--- src/rtl/lenet_pkg.sv ---
// Shared definitions for the pooling stage: controller states, default
// datapath geometry and the OFM address-width helper.
package lenet_pkg;

    localparam int DEFAULT_DATA_WIDTH = 32;
    localparam int DEFAULT_IFM_SIZE   = 14;

    typedef enum logic [2:0] {
        IDLE = 3'd0,
        RD_L = 3'd1,
        RD_R = 3'd2,
        CMP  = 3'd3,
        WR   = 3'd4,
        DONE = 3'd5
    } pool_state_t;

    // Address width needed for a (ifm_size/2)^2 output plane.
    function automatic int ofm_addr_width(input int ifm_size);
        return $clog2((ifm_size / 2) * (ifm_size / 2));
    endfunction

endpackage

--- src/rtl/maxpool_2x2_stage_if.sv ---
// Bus between the pooling stage and its memories: control handshake, the
// dual IFM "next" read ports and the OFM write port.
// master = pooling stage, slave = memories / top-level control.
interface maxpool_2x2_stage_if
    import lenet_pkg::*;
#(
    parameter int DATA_WIDTH       = DEFAULT_DATA_WIDTH,
    parameter int ADDRESS_SIZE_IFM = $clog2(DEFAULT_IFM_SIZE * DEFAULT_IFM_SIZE),
    parameter int ADDRESS_SIZE_OFM = ofm_addr_width(DEFAULT_IFM_SIZE)
);

    logic                        start;
    logic                        busy;
    logic                        done;
    logic                        ifm_enable_read_A_next;
    logic                        ifm_enable_read_B_next;
    logic [ADDRESS_SIZE_IFM-1:0] ifm_address_read_A_next;
    logic [ADDRESS_SIZE_IFM-1:0] ifm_address_read_B_next;
    logic [DATA_WIDTH-1:0]       data_in_A;
    logic [DATA_WIDTH-1:0]       data_in_B;
    logic                        ofm_enable_write;
    logic [ADDRESS_SIZE_OFM-1:0] ofm_address_write;
    logic [DATA_WIDTH-1:0]       ofm_data_out;

    modport master (
        input  start, data_in_A, data_in_B,
        output busy, done,
               ifm_enable_read_A_next, ifm_enable_read_B_next,
               ifm_address_read_A_next, ifm_address_read_B_next,
               ofm_enable_write, ofm_address_write, ofm_data_out
    );

    modport slave (
        output start, data_in_A, data_in_B,
        input  busy, done,
               ifm_enable_read_A_next, ifm_enable_read_B_next,
               ifm_address_read_A_next, ifm_address_read_B_next,
               ofm_enable_write, ofm_address_write, ofm_data_out
    );

endinterface

--- src/rtl/max_2_signed.sv ---
// Combinational signed maximum of two words; a tie returns operand a.
module max_2_signed
    import lenet_pkg::*;
#(
    parameter int DATA_WIDTH = DEFAULT_DATA_WIDTH
) (
    input  logic [DATA_WIDTH-1:0] a,
    input  logic [DATA_WIDTH-1:0] b,
    output logic [DATA_WIDTH-1:0] y
);

    assign y = ($signed(b) > $signed(a)) ? b : a;

endmodule

--- src/rtl/maxpool_2x2_stage.sv ---
// 2x2 stride-2 max-pool over one IFM plane per start pulse.
// Row pair (2r, 2r+1) is read through ports A/B; left column then right
// column, then the pooled word is written to OFM address r*OFM_SIZE+c.
// Optional build macro MAXPOOL_RELU_EN: negative pooled words are written as 0.
//
//   state | meaning
//   ------+---------------------------------------------------------
//   IDLE  | waiting for start
//   RD_L  | read left column of the 2x2 window (A even row, B odd row)
//   RD_R  | read right column; capture max of the left column
//   CMP   | combine left/right maxima into the output register
//   WR    | write strobe for one pooled word; advance r/c
//   DONE  | one-cycle done pulse
module maxpool_2x2_stage
    import lenet_pkg::*;
#(
    parameter int DATA_WIDTH       = DEFAULT_DATA_WIDTH,
    parameter int IFM_SIZE         = DEFAULT_IFM_SIZE,
    parameter int OFM_SIZE         = IFM_SIZE / 2,
    parameter int ADDRESS_SIZE_IFM = $clog2(IFM_SIZE * IFM_SIZE),
    parameter int ADDRESS_SIZE_OFM = ofm_addr_width(IFM_SIZE)
) (
    input logic                 clk,
    input logic                 reset,
    maxpool_2x2_stage_if.master bus
);

    localparam int RC_W = (OFM_SIZE > 1) ? $clog2(OFM_SIZE) : 1;

    pool_state_t           state, state_nxt;
    logic [RC_W-1:0]       r, c;
    logic [DATA_WIDTH-1:0] max_l;
    logic [DATA_WIDTH-1:0] left_max, right_max, final_max, pooled;
    logic [DATA_WIDTH-1:0] ofm_data_q;
    logic [ADDRESS_SIZE_OFM-1:0] ofm_addr_q;
    logic [ADDRESS_SIZE_IFM-1:0] addr_base;
    logic                  rd_phase;
    logic                  last_out;

    max_2_signed #(.DATA_WIDTH(DATA_WIDTH)) u_max_left (
        .a(bus.data_in_A), .b(bus.data_in_B), .y(left_max)
    );

    max_2_signed #(.DATA_WIDTH(DATA_WIDTH)) u_max_right (
        .a(bus.data_in_A), .b(bus.data_in_B), .y(right_max)
    );

    max_2_signed #(.DATA_WIDTH(DATA_WIDTH)) u_max_final (
        .a(max_l), .b(right_max), .y(final_max)
    );

`ifdef MAXPOOL_RELU_EN
    assign pooled = final_max[DATA_WIDTH-1] ? '0 : final_max;
`else
    assign pooled = final_max;
`endif

    assign last_out  = (r == RC_W'(OFM_SIZE - 1)) && (c == RC_W'(OFM_SIZE - 1));
    assign rd_phase  = (state == RD_L) || (state == RD_R);
    assign addr_base = ADDRESS_SIZE_IFM'(2 * 32'(r) * IFM_SIZE + 2 * 32'(c));

    // State register.
    always_ff @(posedge clk) begin
        if (reset) state <= IDLE;
        else       state <= state_nxt;
    end

    // Next-state decode; start is only honoured from IDLE.
    always_comb begin
        state_nxt = state;
        case (state)
            IDLE:    if (bus.start) state_nxt = RD_L;
            RD_L:    state_nxt = RD_R;
            RD_R:    state_nxt = CMP;
            CMP:     state_nxt = WR;
            WR:      state_nxt = last_out ? DONE : RD_L;
            DONE:    state_nxt = IDLE;
            default: state_nxt = IDLE;
        endcase
    end

    // Window position, left-column max and the registered output word.
    always_ff @(posedge clk) begin
        if (reset) begin
            r          <= '0;
            c          <= '0;
            max_l      <= '0;
            ofm_data_q <= '0;
            ofm_addr_q <= '0;
        end else begin
            case (state)
                IDLE: begin
                    if (bus.start) begin
                        r <= '0;
                        c <= '0;
                    end
                end
                RD_R: max_l <= left_max;
                CMP: begin
                    ofm_data_q <= pooled;
                    ofm_addr_q <= ADDRESS_SIZE_OFM'(32'(r) * OFM_SIZE + 32'(c));
                end
                WR: begin
                    // Wrap r as well on the final output so r/c never leave range.
                    if (last_out) begin
                        r <= '0;
                        c <= '0;
                    end else if (c == RC_W'(OFM_SIZE - 1)) begin
                        c <= '0;
                        r <= r + 1'b1;
                    end else begin
                        c <= c + 1'b1;
                    end
                end
                default: ;
            endcase
        end
    end

    assign bus.busy                    = (state != IDLE);
    assign bus.done                    = (state == DONE);
    assign bus.ifm_enable_read_A_next  = rd_phase;
    assign bus.ifm_enable_read_B_next  = rd_phase;
    assign bus.ifm_address_read_A_next = rd_phase
        ? addr_base + ADDRESS_SIZE_IFM'(state == RD_R) : '0;
    assign bus.ifm_address_read_B_next = rd_phase
        ? addr_base + ADDRESS_SIZE_IFM'(state == RD_R) + ADDRESS_SIZE_IFM'(IFM_SIZE) : '0;
    assign bus.ofm_enable_write        = (state == WR);
    assign bus.ofm_address_write       = ofm_addr_q;
    assign bus.ofm_data_out            = ofm_data_q;

endmodule

--- src/flat_wrapper.sv ---
// flat-port wrapper written by rule: the top's interface ports become plain ports
module maxpool_2x2_stage_flat import lenet_pkg::*;
#(
    parameter int DATA_WIDTH       = DEFAULT_DATA_WIDTH,
    parameter int IFM_SIZE         = DEFAULT_IFM_SIZE,
    parameter int OFM_SIZE         = IFM_SIZE / 2,
    parameter int ADDRESS_SIZE_IFM = $clog2(IFM_SIZE * IFM_SIZE),
    parameter int ADDRESS_SIZE_OFM = ofm_addr_width(IFM_SIZE)
)
  (clk, reset, bus_start, bus_data_in_A, bus_data_in_B, bus_busy, bus_done, bus_ifm_enable_read_A_next, bus_ifm_enable_read_B_next, bus_ifm_address_read_A_next, bus_ifm_address_read_B_next, bus_ofm_enable_write, bus_ofm_address_write, bus_ofm_data_out);
  maxpool_2x2_stage_if #(.DATA_WIDTH(DATA_WIDTH), .ADDRESS_SIZE_IFM(ADDRESS_SIZE_IFM), .ADDRESS_SIZE_OFM(ADDRESS_SIZE_OFM)) bus_i ();
  input logic clk;
  input logic reset;
  input wire logic [$bits(bus_i.start)-1:0] bus_start;
  input wire logic [$bits(bus_i.data_in_A)-1:0] bus_data_in_A;
  input wire logic [$bits(bus_i.data_in_B)-1:0] bus_data_in_B;
  output wire logic [$bits(bus_i.busy)-1:0] bus_busy;
  output wire logic [$bits(bus_i.done)-1:0] bus_done;
  output wire logic [$bits(bus_i.ifm_enable_read_A_next)-1:0] bus_ifm_enable_read_A_next;
  output wire logic [$bits(bus_i.ifm_enable_read_B_next)-1:0] bus_ifm_enable_read_B_next;
  output wire logic [$bits(bus_i.ifm_address_read_A_next)-1:0] bus_ifm_address_read_A_next;
  output wire logic [$bits(bus_i.ifm_address_read_B_next)-1:0] bus_ifm_address_read_B_next;
  output wire logic [$bits(bus_i.ofm_enable_write)-1:0] bus_ofm_enable_write;
  output wire logic [$bits(bus_i.ofm_address_write)-1:0] bus_ofm_address_write;
  output wire logic [$bits(bus_i.ofm_data_out)-1:0] bus_ofm_data_out;
  assign bus_i.start = bus_start;
  assign bus_i.data_in_A = bus_data_in_A;
  assign bus_i.data_in_B = bus_data_in_B;
  assign bus_busy = bus_i.busy;
  assign bus_done = bus_i.done;
  assign bus_ifm_enable_read_A_next = bus_i.ifm_enable_read_A_next;
  assign bus_ifm_enable_read_B_next = bus_i.ifm_enable_read_B_next;
  assign bus_ifm_address_read_A_next = bus_i.ifm_address_read_A_next;
  assign bus_ifm_address_read_B_next = bus_i.ifm_address_read_B_next;
  assign bus_ofm_enable_write = bus_i.ofm_enable_write;
  assign bus_ofm_address_write = bus_i.ofm_address_write;
  assign bus_ofm_data_out = bus_i.ofm_data_out;
  maxpool_2x2_stage #(.DATA_WIDTH(DATA_WIDTH), .IFM_SIZE(IFM_SIZE), .OFM_SIZE(OFM_SIZE), .ADDRESS_SIZE_IFM(ADDRESS_SIZE_IFM), .ADDRESS_SIZE_OFM(ADDRESS_SIZE_OFM)) u_core (.clk(clk), .reset(reset), .bus(bus_i));
endmodule
--- config.mk ---
export PLATFORM = sky130hd
export DESIGN_NAME = maxpool_2x2_stage_flat
export DESIGN_NICKNAME = d
export VERILOG_FILES = /design/src/rtl/lenet_pkg.sv /design/src/rtl/maxpool_2x2_stage_if.sv /design/src/rtl/max_2_signed.sv /design/src/rtl/maxpool_2x2_stage.sv /design/src/flat_wrapper.sv
export SDC_FILE = /design/constraint.sdc
export NUM_CORES = 1
export LEC_CHECK = 0
export BUFFER_PORTS_ARGS = -buffer_cell sky130_fd_sc_hd__buf_2
export CAP_MARGIN = 40
export CORE_MARGIN = 2
export CORE_UTILIZATION = 45
export DETAILED_ROUTE_END_ITERATION = 8
export GPL_TIMING_DRIVEN = 0
export PLACE_DENSITY = 0.69
export SYNTH_ARGS = -nofsm -noshare
export SYNTH_HDL_FRONTEND = slang
export SYNTH_SLANG_ARGS = --single-unit
--- constraint.sdc ---
create_clock -name clk -period 4.4 [get_ports clk]
set_input_delay 0 -clock clk [delete_from_list [all_inputs] [get_ports clk]]
set_output_delay 0 -clock clk [all_outputs]
set_load 0.01 [all_outputs]
Word-level counts from Yosys, hierarchy flattened

Index checks and enable logic that the tools add are counted.

Flip-flop bits (word level): 79
Bits of input ports: 67
Output and inout bits: 59
Logic and storage cells: 46

$add $sub $neg: 6
$mul: 2
Order comparisons: 2
Equal/unequal tests: 9
Muxes and demuxes: 14
Reductions and logical operators: 7

Operators by type and width:

| kind                                                   | number |
|---|---|
| greater-than comparator 32 bit                         | 2 |
| two-way mux 32 bit                                     | 2 |
| two-way mux 3 bit                                      | 7 |
| two-way mux 8 bit                                      | 2 |
| case mux 3 bit (5 select lines)                        | 1 |
| == test 3 bit (second input constant)                  | 4 |
| multiplier 3 x 3 -> 6 bit (second input constant)      | 2 |
| case mux 3 bit (2 select lines)                        | 2 |
| adder 8 x 1 -> 8 bit                                   | 1 |
| adder 8 x 4 -> 8 bit                                   | 1 |
| adder 8 x 4 -> 8 bit (second input constant)           | 1 |
| adder 3 x 1 -> 3 bit (second input constant)           | 2 |
| adder 6 x 3 -> 6 bit                                   | 1 |
| == test 3 x 2 -> 1 bit (second input constant)         | 2 |
| == test 3 x 1 -> 1 bit (second input constant)         | 1 |
| logical NOT 3 bit                                      | 1 |
| inequality test 3 x 1 -> 1 bit (second input constant) | 1 |
| AND reduction 3 bit                                    | 1 |
| nonzero test 3 bit                                     | 1 |
| inequality test 2 bit (second input constant)          | 1 |
| AND reduction 2 bit                                    | 1 |
| nonzero test 2 bit                                     | 1 |
| logical AND 1 bit                                      | 1 |
| logical OR 1 bit                                       | 1 |

Depth between registers and ports, before layout

Depth in word-level cells: 5
Depth in mapped cells: 19
Gate-level depth less buffers: 17

Modules after synthesis

From an unflattened synthesis, not the netlist that was laid out.

Cells, all modules: 895
Area total of the unflattened synthesis: 7,196.9 µm²

By module, submodules not included:

| module            | times used | cells each | area an instance (µm²) | sequential area each (µm²) |
|---|---|---|---|---|
| max_2_signed      | 3          | 148        | 1,219.9                | 0.0 |
| maxpool_2x2_stage | 1          | 451        | 3,537.1                | 1,581.5 |

Worst setup path before layout

OpenSTA, ideal clock, no wires.

Kind: input to register
From: in bus_data_in_A[31]
To: reg u_core.ofm_data_q[10], in the netlist u_core.bus.ofm_data_out[10]
Setup time: 138 ps
Data arrival time: 4,130 ps
Data required time: 4,262 ps
Path slack: 133 ps
Stages on the path: 19
Path buffers: 2
Path through: inv_1 > ha_1 > nand4_2 > or4_4 > nor3_2 > nor2b_1 > a211oi_4 > buf_6 > mux2i_1 > inv_1 > ha_1 > a21oi_1 > o21ai_0 > o21bai_1 > a2111oi_0 > a21o_1 > a211o_1 > clkbuf_1 > o221ai_1

Word-level cells in the longest chain between the ends: 4

Ends and longest elaborated chain:

| item                           | line                     | text |
|---|---|---|
| start, declared                | flat_wrapper.sv:15       | `input wire logic [$bits(bus_i.data_in_A)-1:0] bus_data_in_A;` |
| greater-than comparator 32 bit | --                       |  |
| two-way mux 32 bit             | --                       |  |
| via u_core.left_max[21]        | maxpool_2x2_stage.sv:33  | `logic [DATA_WIDTH-1:0] left_max, right_max, final_max, pooled;` |
| greater-than comparator 32 bit | max_2_signed.sv:12       | `assign y = ($signed(b) > $signed(a)) ? b : a;` |
| two-way mux 32 bit             | max_2_signed.sv:12       |  |
| end signal, assigned           | maxpool_2x2_stage.sv:100 | `ofm_data_q <= pooled;` |
| end, declared                  | maxpool_2x2_stage.sv:34  | `logic [DATA_WIDTH-1:0] ofm_data_q;` |

The timed path passes the listed nets, and every way through them passes these cells.
A chain may end at the register's enable or synchronous reset.

Final worst setup path

From: in bus_data_in_A[24]
To: reg u_core.ofm_data_q[5], in the netlist u_core.bus.ofm_data_out[5]

Same word-level chain as after synthesis.

==> impl_metrics.toml <==
[worst_hold_path]
worst_hold_path_type = "in2reg"

[yosys]
synthesis.area_um2 = 5930
synth_edf_count = 0
synthXorXnorAreaFrac = 0.0222
synthCells = 709
synth_top_family_by_area = "simple AND/OR/NAND/NOR gates"
synth_largest_area_cell = "dfxtp_1"
synth-compound-area-share = 0.181
muxShareOfSynthArea = 0.0540
synth-seq-cells = 79
synth_commonest_cells = "inv_1, dfxtp_1, ha_1"
avgSynthCellArea_um2 = 8.36
async_reset_ff_frac = 0
synthAdderAreaFrac = 0.187
synth_most_common_cell = "inv_1"
synthSimpleGateAreaFrac = 0.189
synth-main-ff-cell = "dfxtp_1"
synth_seq_area_share = 0.267
synth_cell_types = 46
yosys_warnings = 0
synth_top_area_frac = 0.267
netlist_top_cells_area = "dfxtp_1, ha_1, inv_1"
synth_fp_nets = 861

[place]
hpwl_um = 12000
post-place-ws_ns = -1.17
io_buffers = 124
place_congestion = 0.829
detailed_place.area_um2 = 6760

[sta]
setup_viol = 6
fin_crit_ns = 4.41
period_share = 1.00
tightest_slew_ns = 0.700
drv_slew = 0
max_freq_ghz = 0.227
worst_clock_skew_ns = 0.00737
finalHoldViolCount = 0
setup_ws_ns = -0.0146
slew_headroom = 0.533

[clock_tree]
clkSlewWorstSetupHoldPaths_ns = 0.06
htreeDepth = 3
cts_buffers = 9
cts.hold.buffers_added = 0
cts_tree = "done"
cts_sinks = 79
clk_latency_ns = 0.35
clock_path_buffers = 2
cts_root_buf = "clkbuf_16"

[power_and_ir_drop]
seqPwrFrac = 0.292
switching_power_uw = 893
powerDensity_nw_per_um2 = 312
vdd_ir_drop_max_mv = 0.211
clock_power_share = 0.330
p_leak_nw = 3.62
power_frac_comb = 0.379
intPower_mw = 1.80
switching_share = 0.332

[setup_path]
end_kind = "flip-flop"
crit_family = "compound AO/OA/AOI/OAI gates"
setup.worst_path.class = "in2reg"
start_kind = "primary input"
required_ns = 4.67
worst-path-buf-inv = 8
crit_fanout = 6
critical_path.slowest_cell = "or4_4"
cp_cell_sequence = "buf_4 -> inv_1 -> ha_1 -> nand4_1 -> or4_4 -> nor3_4 -> nor2b_2 -> a211oi_4 -> buf_6 -> buf_6 -> clkbuf_16 -> mux2i_4 -> inv_1 -> ha_4 -> nand4_1 -> buf_4 -> a2111oi_4 -> o41ai_4 -> a21o_1 -> a211o_4 -> clkbuf_16 -> o221ai_2"
arrival_ns = 4.68
critical_path.max_stage_delay_ns = 0.53

[outcome]
violations = "setup timing"
status = "complete, but fails checks"

[final_layout]
fin_nets = 1029
area_delta_synth_final_pct = 45.1
fin_area_um2 = 8600
drive_gt1_frac = 0.344
antenna_cells = 0
fillCellCount = 998
multi_input_area_um2 = 4640
regArea_um2 = 1580

[global_route]
grt_max_degree = 14
grtUsageTotal = 0.230
grt_pass1_wl_um = 26400
first_global_vias = 5387
overflow = 0
antenna_found_initial = 0

[route]
routedWlPerCell_um = 17.8
vias_per_cell = 5.53
ant_nets = 0
drtPass1Iterations = 5
wl_um = 18700
vias = 5831
drc = 0
first_iter_violations = 373

[floorplan]
core_um2 = 12700
start_util = 0.466
die_h_um = 119
die_w_um = 119
die_area_um2 = 14100
io_pins = 126
num_rows = 41

[job]
maxCapViolations = 0
placed cells by master, fill, tap and decap left out, types with 25 or more instances in the layout:
master,n
a21oi_1,36
buf_2,92
buf_4,37
clkbuf_1,32
dfxtp_1,79
ha_1,50
ha_4,29
inv_1,83
mux2i_4,25
nand2_1,32
nand3b_1,36
nor2_1,57
or3_1,33
timing repair:
item / 4_1_cts / 5_1_grt
setup buffers: 8 / 20
pin swaps: 7 / 38
setup endpoints to repair: 32 / 32
gates resized for setup: 44 / 186
endpoints found under the hold margin: 0 / 0
gates cloned: 0 / 5
worst reg2reg max path: stages (launching register included):
cell and delay [ns]:
dfxtp_1 0.40, fa_1 0.60, inv_1 0.06, fa_1 0.47, inv_1 0.07, fa_1 0.46, a21o_1 0.17, a21oi_1 0.18
xnor2_1 0.15, nand2_1 0.07, a21oi_1 0.14
area by class of cell:
class,instances,share of cell area
Inverter,108,0.0480
Sequential cell,79,0.184
Tap cell,172,0.0250
Timing Repair Buffer,157,0.135
Buffer,42,0.0292
Multi-Input combinational cell,480,0.539
Clock inverter,5,0.0122
Clock buffer,11,0.0282
kinds of logic (layout without fill, tap and decap cells):
family,count (synthesis),count (layout)
mux,32,32
xor+xnor,15,15
flops,79,79
compound gates,142,142
buf+inv,150,323
fa+ha+maj,85,85
simple gates,206,206
flip-flops by register name (all words and copies together), names as in the netlist:
register / cells
u_core.state: 3
u_core.bus.ofm_data_out: 32
u_core.bus.ofm_address_write: 6
u_core.max_l: 32
u_core.c: 3
u_core.r: 3
layer usage:
layer | wire length (µm) | share of wire | global-route usage
met1 | 8210 | 0.44 | 0.317
met2 | 9010 | 0.48 | 0.360
met3 | 1070 | 0.057 | 0.0376
met4 | 439 | 0.023 | 0.0885
met5 | 0 | 0 | 0
power by group through the flow:
stage	Combinational, mW	Clock, mW	Sequential [mW]
2_1_floorplan	0.473	0	0.798
3_3_place_gp	0.668	0	0.797
3_5_place_dp	0.676	0	0.798
4_1_cts	0.745	0.893	0.783
5_1_grt	1.10	0.923	0.789
6_report	1.02	0.886	0.785
path summary, 6_finish.rpt:
kind                                     end  slack [ns]                             from  cells after the start
max               u_core.bus.ofm_data_out[5]       -0.01                bus_data_in_A[24]                     22
min              u_core.bus.ofm_data_out[17]        0.01                bus_data_in_B[17]                      3
max reg2reg  u_core.bus.ofm_address_write[5]        1.56                      u_core.r[0]                     10
min reg2reg  u_core.bus.ofm_address_write[2]        0.45  u_core.bus.ofm_address_write[2]                      2
stage by stage:
step           total power, mW  utilization  hold slack, ns  instances  TNS, ns
2_1_floorplan             1.27            -           0.240        709        0
3_3_place_gp              1.46        0.532           0.369       1005   -33.38
3_5_place_dp              1.47        0.532           0.372       1005   -35.48
4_1_cts                   2.42        0.579         0.00970       1029        0
5_1_grt                   2.81        0.676          0.0258       1054    -2.52
6_report                  2.69        0.676          0.0125       1054  -0.0361
No activity file was read; power rests on OpenSTA's default activity.
